$ cat config.mk
export PLATFORM = sky130hd
export DESIGN_NAME = div16
export DESIGN_NICKNAME = d
export VERILOG_FILES = /design/src/rtl/div16.sv
export SDC_FILE = /design/constraint.sdc
export NUM_CORES = 1
export LEC_CHECK = 0
export ABC_CLOCK_PERIOD_IN_PS = 3400
export CAP_MARGIN = 20
export CORE_ASPECT_RATIO = 1.1
export CORE_MARGIN = 4
export CORE_UTILIZATION = 54
export CTS_BUF_LIST = sky130_fd_sc_hd__clkbuf_4 sky130_fd_sc_hd__clkbuf_8
export DETAILED_ROUTE_END_ITERATION = 12
export PLACE_DENSITY = 0.83
export SETUP_SLACK_MARGIN = 0.5
export SLEW_MARGIN = 20
export SYNTH_ARGS = -nofsm -noshare
export SYNTH_HDL_FRONTEND = slang
export SYNTH_SLANG_ARGS = --single-unit
$ cat constraint.sdc
create_clock -name clock -period 3.4 [get_ports clock]
set_input_delay 0.68 -clock clock [delete_from_list [all_inputs] [get_ports clock]]
set_output_delay 0.68 -clock clock [all_outputs]
set_load 0.005 [all_outputs]
$ cat src/rtl/div16.sv
// div16: sequential 16-bit unsigned restoring divider, one quotient bit per clock.
// Revision 1.0 - initial release.
`default_nettype none

module div16 (
   input  logic        clock,
   input  logic        reset,
   input  logic [1:0]  op,
   input  logic [15:0] a,
   input  logic [15:0] b,
   output logic [31:0] out,
   output logic        ready
);

   localparam logic [1:0] C_DIV_OP   = 2'b11;
   localparam logic [4:0] C_LAST_ITR = 5'd15;

   typedef enum logic [1:0] {
      S_IDLE = 2'd0,
      S_RUN  = 2'd1,
      S_DONE = 2'd2
   } state_t;

   state_t      state_q;
   logic [4:0]  count_q;
   logic [15:0] divisor_q;
   logic [15:0] quot_q;
   logic [16:0] rem_q;

   logic        div_op;
   logic [16:0] shift_d;
   logic [16:0] trial_d;
   logic        unused_rem_msb;

   assign div_op  = (op == C_DIV_OP);
   assign shift_d = {rem_q[15:0], quot_q[15]};
   assign trial_d = shift_d - {1'b0, divisor_q};

   // rem_q[16] stays zero after every iteration; it only exists as the trial borrow width.
   assign unused_rem_msb = rem_q[16];

   always_ff @(posedge clock or posedge reset) begin
      if (reset) begin
         state_q   <= S_IDLE;
         count_q   <= 5'd0;
         divisor_q <= 16'd0;
         quot_q    <= 16'd0;
         rem_q     <= 17'd0;
      end else begin
         case (state_q)
            S_IDLE: begin
               if (div_op) begin
                  divisor_q <= b;
                  quot_q    <= a;
                  rem_q     <= 17'd0;
                  count_q   <= 5'd0;
                  state_q   <= S_RUN;
               end
            end
            S_RUN: begin
               if (!div_op) begin
                  state_q <= S_IDLE;
               end else begin
                  if (!trial_d[16]) begin
                     rem_q  <= trial_d;
                     quot_q <= {quot_q[14:0], 1'b1};
                  end else begin
                     rem_q  <= shift_d;
                     quot_q <= {quot_q[14:0], 1'b0};
                  end
                  count_q <= count_q + 5'd1;
                  if (count_q == C_LAST_ITR) begin
                     state_q <= S_DONE;
                  end
               end
            end
            S_DONE: begin
               if (!div_op) begin
                  state_q <= S_IDLE;
               end
            end
            default: state_q <= S_IDLE;
         endcase
      end
   end

   // Gated by op and reset so both outputs drop without waiting for an edge.
   assign ready = (state_q == S_DONE) & div_op & ~reset;
   assign out   = ready ? {rem_q[15:0], quot_q} : 32'h0;

endmodule

`default_nettype wire
### Word level (Yosys, flattened, before mapping)

Cells that the tools add are included.

| word-level totals | value |
|---|---|
| bits of input ports | 36 |
| logic and storage cells | 40 |
| bits in registers | 55 |

| operators by class | value |
|---|---|
| $add $sub $neg | 2 |
| reduce and logical (&&, ||, !) cells | 5 |
| bitwise gates (word level) | 3 |
| equal/unequal tests | 8 |
| multiplexer cells | 17 |

Operator list:

| operator | count |
|---|---|
| 16-bit two-way mux | 5 |
| 16-bit case mux with 2 select lines | 2 |
| 32-bit two-way mux | 1 |
| 17-bit by 16-bit subtractor with 17-bit output | 1 |
| 5-bit two-way mux | 2 |
| 5-bit case mux with 2 select lines | 1 |
| 2-bit two-way mux | 4 |
| 2-bit != test (second input constant) | 3 |
| 2-bit case mux with 3 select lines | 1 |
| 3-bit AND reduction | 2 |
| 5-bit by 1-bit adder with 5-bit output (second input constant) | 1 |
| 5-bit by 4-bit equality test with 1-bit output (second input constant) | 1 |
| 2-bit equality test (second input constant) | 2 |
| 3-bit != test (second input constant) | 1 |
| 1-bit AND | 2 |
| 2-bit by 1-bit equality test with 1-bit output (second input constant) | 1 |
| 2-bit zero test | 1 |
| 2-bit AND reduction | 1 |
| 2-bit nonzero test | 1 |
| 1-bit two-way mux | 1 |
| 1-bit NOT | 1 |

### Longest topological paths before layout

| depth | value |
|---|---|
| depth after elaboration | 4 |
| mapped depth | 11 |
| depth with buffers taken out | 10 |

### Worst setup path after synthesis

OpenSTA, ideal clock, no wires.

| timing | value |
|---|---|
| path kind | reg2reg |
| start | reg quot_q[15] |
| end | reg rem_q[4] |
| setup time | 0.126 ns |
| path slack | 0.703 ns |
| arrival time | 2.571 ns |
| period minus slack after synthesis | 2.697 ns |
| cell stages (with the launch flop) | 11 |
| path buffers | 0 |
| path through | dfrtp_1 inv_1 ha_1 inv_1 fa_1 a211oi_2 o211ai_1 a21o_1 a2111oi_4 nor2_4 a221o_1 |

| between the ends | value |
|---|---|
| longest elaborated chain between the ends | 4 |

RTL lines:

| element | RTL line | text |
|---|---|---|
| from (decl) | 27 | `logic [15:0] quot_q;` |
| from (signal assigned) | 66 | `quot_q <= {quot_q[14:0], 1'b1};` |
| from (signal assigned) | 69 | `quot_q <= {quot_q[14:0], 1'b0};` |
| 17-bit by 16-bit subtractor with 17-bit output | 37 | `assign trial_d = shift_d - {1'b0, divisor_q};` |
| 16-bit two-way mux | 64 | `if (!trial_d[16]) begin` |
| 16-bit two-way mux | 61 | `if (!div_op) begin` |
| 16-bit case mux with 2 select lines | 50 | `case (state_q)` |
| to (signal assigned) | 65 | `rem_q <= trial_d;` |
| to (signal assigned) | 68 | `rem_q <= shift_d;` |
| to (decl) | 28 | `logic [16:0] rem_q;` |

No other way between the ends. The select of a mux whose other input is x is not followed.
A chain may end at the register's enable or synchronous reset.

### Final worst setup path

| timing | value |
|---|---|
| start | in op[0] |
| end | out out[24] |

| between the ends | value |
|---|---|
| longest elaborated chain between the ends | 4 |

RTL lines:

| element | RTL line | text |
|---|---|---|
| from (decl) | 8 | `input logic [1:0] op,` |
| 2-bit equality test | 35 | `assign div_op = (op == C_DIV_OP);` |
| 1-bit AND (2 in a row) | 88 | `assign ready = (state_q == S_DONE) & div_op & ~reset;` |
| 32-bit two-way mux | 89 | `assign out = ready ? {rem_q[15:0], quot_q} : 32'h0;` |
| to (decl) | 11 | `output logic [31:0] out,` |

No other way between the ends.

==> results.md <==
Flow run
• Max Cap Violations: 0

Placed design
• port bufs: 68
• Setup WS pre-CTS: 0.311 ns
• final RePlAce weighted congestion: 0.899
• dpl hpwl: 6.26 mm

Setup path
• type of element launching the critical path: input port
• required time of the worst setup path: 2.72 ns
• maximum net fanout on the critical path: 16
• type of element capturing the critical path: output port
• crit-path cells: clkdlybuf4s50_1 -> nand2_2 -> nor3_4 -> buf_4 -> buf_12 -> and2_1 -> clkdlybuf4s50_1
• family with the most delay on the worst path: buffers and inverters
• Max stage delay on crit path: 0.50 ns
• buffering stage count on the worst path with inverters included: 4
• Most common cell on crit path: clkdlybuf4s50_1
• highest-delay cell along the critical path: clkdlybuf4s50_1
• Data arrival, critical path: 2.31 ns
• critical path start-end classification: input port to output port

Synth
• Avg Cell Area, Syn: 8.79 µm²
• post-synthesis cell area: 3500 µm²
• combinational family with the most area after synthesis: compound AO/OA/AOI/OAI gates
• total of flip-flops plus latches after synthesis: 55
• gate count after technology mapping: 398
• share of flip-flops with an asynchronous set or reset: 100%
• Distinct cells, synth: 47
• Seq/Total Area, Yosys: 39.3%
• Synth Flop Type: dfrtp_1
• synthesized-area fraction occupied by ao, oa, aoi and oai cells: 21.5%
• simple-gate share of the synthesized area: 19.6%
• post-synthesis share of cell area spent on xor and xnor gates: 3.25%
• number of flops mapped to enable cells by yosys: 0
• adder-cell share of the synthesized area: 7.01%
• multiplexer share of the synthesized area: 4.90%
• Yosys warning count: 0
• post-synthesis net count: 453

Final layout
• leading cell types in the layout, fill and taps excluded: nand2_1 (62), dfrtp_1 (55), clkdlybuf4s50_1 (55), o21ai_0 (43), and2_1 (37)
• most common cell after layout, fill and taps aside: nand2_1
• Post-Route Utilization: 73.7%
• area grow syn2layout: 31.2%
• number of nets in the final layout: 531
• ratio of cells with drive above 1 in the final layout: 10.3%
• final-layout fill cell count: 459
• number of antenna cells inserted: 0
• area used by sequential logic in the layout: 1380 µm²
• area used by multi-input combinational logic: 2030 µm²

GRT
• All-Layer GR Usage: 22.6%
• number of antenna violations at the first check in global routing: 0
• wire length of the first global-routing pass: 14.5 mm
• total global routing overflow: 0
• number of global-route vias before repair: 3083
• largest net degree at the start of global routing: 56

Power and ir drop
• power density cells: 323 nW/µm²
• leakage power: 0.00222 µW
• peak ir drop on the vdd network: 0.206 mV

Floorplanning
• width of the die: 84.8 µm
• die area: 7830 µm²
• number of primary I/O pins: 69
• core area: 6230 µm²
• vertical die dimension: 92.4 µm
• standard-cell rows: 30
• starting density of the core: 56.2%

Timing
• setup repair after global routing missed its margin: true
• number of hold violations in the final report: 0
• Max Clk Rate: 334 MHz
• number of max-slew violations in the final report: 0
• slew margin rel.: 69.3%
• final critical path time including I/O delays and setup: 2.99 ns
• setup slack after layout: 0.407 ns
• Setup TNS: 0 ns
• final worst path period share: 88.0%
• worst-case clock skew: 0.00900 ns
• final setup fails: 0
• actual slew at the worst max-slew pin: 0.456 ns

Detailed routing
• Routed WL per cell: 16.5 µm
• post-route ant nets: 0
• post-detailed-route DRC marker count: 0
• detailed-route via count: 3200
• routed wire length: 9.16 mm
• Via density: 5.77
• DR iter-0 viols: 182
• 1st-pass router iterations: 4

Clock tree
• clock tree from TritonCTS: done
• register clock-pin slew on the reported worst setup and hold paths: 0.09 ns
• TritonCTS sink count: 55
• Hold Buf Count CTS: 0
• cell at the root of the clock tree: clkbuf_8
• CTS max path bufs: 2
• worst-skew pair later-pin latency: 0.31 ns
• number of buffers added by the clock tree synthesis step: 5
• Clock H-tree levels: 2

Hold path
• class of the most critical hold timing path: flop to flop

Status
• outcome: completed

[metrics by stage]
step                      hold slack [ns]  instance area (µm²)  cells  total power, µW
final                               0.511                 4590    555             1480
after global routing                0.548                 4590    555             1570
after CTS                           0.515                 4440    544             1470
after detailed placement            0.494                 4300    534             1120
after global placement              0.480                 4300    534             1100
after floorplan                     0.463                 3500    398             1010
[what timing repair did]
action	4_1_cts	5_1_grt
hold endpoints to repair	0	0
setup buffers	3	10
gates cloned	1	1
endpoints found under the setup margin	47	48
pin swaps	2	10
gates resized for setup	6	18
[worst paths after layout]
| check | slack (ns) | endpoint | cells past startpoint | start |
|---|---|---|---|---|
| max reg2reg | 0.54 | quot_q[0]$_DFFE_PP0P_ | 12 | quot_q[15]$_DFFE_PP0P_ |
| min reg2reg | 0.51 | quot_q[9]$_DFFE_PP0P_ | 2 | quot_q[9]$_DFFE_PP0P_ |
| max | 0.41 | out[24] | 7 | op[0] |
| max in group asynchronous | 2.51 | divisor_q[10]$_DFFE_PP0P_ | 3 | reset |
| min in group asynchronous | 0.64 | count_q[4]$_DFFE_PP0P_ | 3 | reset |
| min | 0.51 | quot_q[9]$_DFFE_PP0P_ | 2 | quot_q[9]$_DFFE_PP0P_ |
[flip-flops by register name (all words and copies together), names as in the netlist]
signal	cells
divisor_q	16
quot_q	16
rem_q	16
count_q	5
state_q	2
[kinds of logic after synthesis]
family                   count (synthesis)
buffers and inverters                   41
adder cells (fa/ha/maj)                 19
multiplexers                            17
flip-flops                              55
AO/OA/AOI/OAI                          113
AND/OR/NAND/NOR                        140
XOR/XNOR                                13
[cell type report]
class | count | share of cell area [%]
Tap cell | 80 | 2.18
Multi-Input combinational cell | 303 | 44.2
Timing Repair Buffer | 90 | 20.3
Inverter | 21 | 1.72
Clock buffer | 5 | 1.50
Sequential cell | 55 | 30.0
Clock inverter | 1 | 0.163
[per-layer routing]
| metal | GRT usage [%] | vias to the layer above | routed length (µm) |
|---|---|---|---|
| met5 | 0 | - | 0 |
| met4 | 6.86 | 0 | 196 |
| met3 | 2.94 | 23 | 372 |
| met2 | 40.8 | 81 | 4820 |
| met1 | 28.0 | 1543 | 3770 |
| li1 | - | 1553 | - |
[power breakdown]
part,internal [µW],switching (µW),leakage [µW],total (µW)
logic,173,205,0.00147,378
clock network,138,211,0.0000361,349
registers,717,39.4,0.000715,757
[tightest hold or removal path: cells and delay by family, from the launching register on]
kind,cells,cell delay (ns)
AND/OR/NAND/NOR,1,0.05
AO/OA/AOI/OAI,1,0.06
flip-flops,1,0.37
[cells in the mapped netlist (2+ instances only)]
cell type	instances	share of area, %
mux2i_1	16	4.6
o21ai_0	43	6.1
and2_1	37	6.6
a21o_1	6	1.3
a31oi_1	3	0.54
o221ai_1	5	1.3
a21oi_2	2	0.50
nand2_1	63	6.8
clkbuf_1	17	1.8
o21a_1	2	0.43
nor3_1	4	0.57
a22o_1	2	0.50
a21oi_1	19	2.7
nor4_1	3	0.54
buf_2	2	0.29
inv_1	21	2.3
a221o_1	6	1.7
dfrtp_1	55	39
ha_1	18	6.4
xor2_1	6	1.5
nor2_1	12	1.3
o211ai_1	14	3.0
xnor2_1	7	1.8
nand3b_1	3	0.64
nand3_1	7	1.0
nand2b_1	4	0.71
Note: power is estimated with default switching activity, not from simulation.
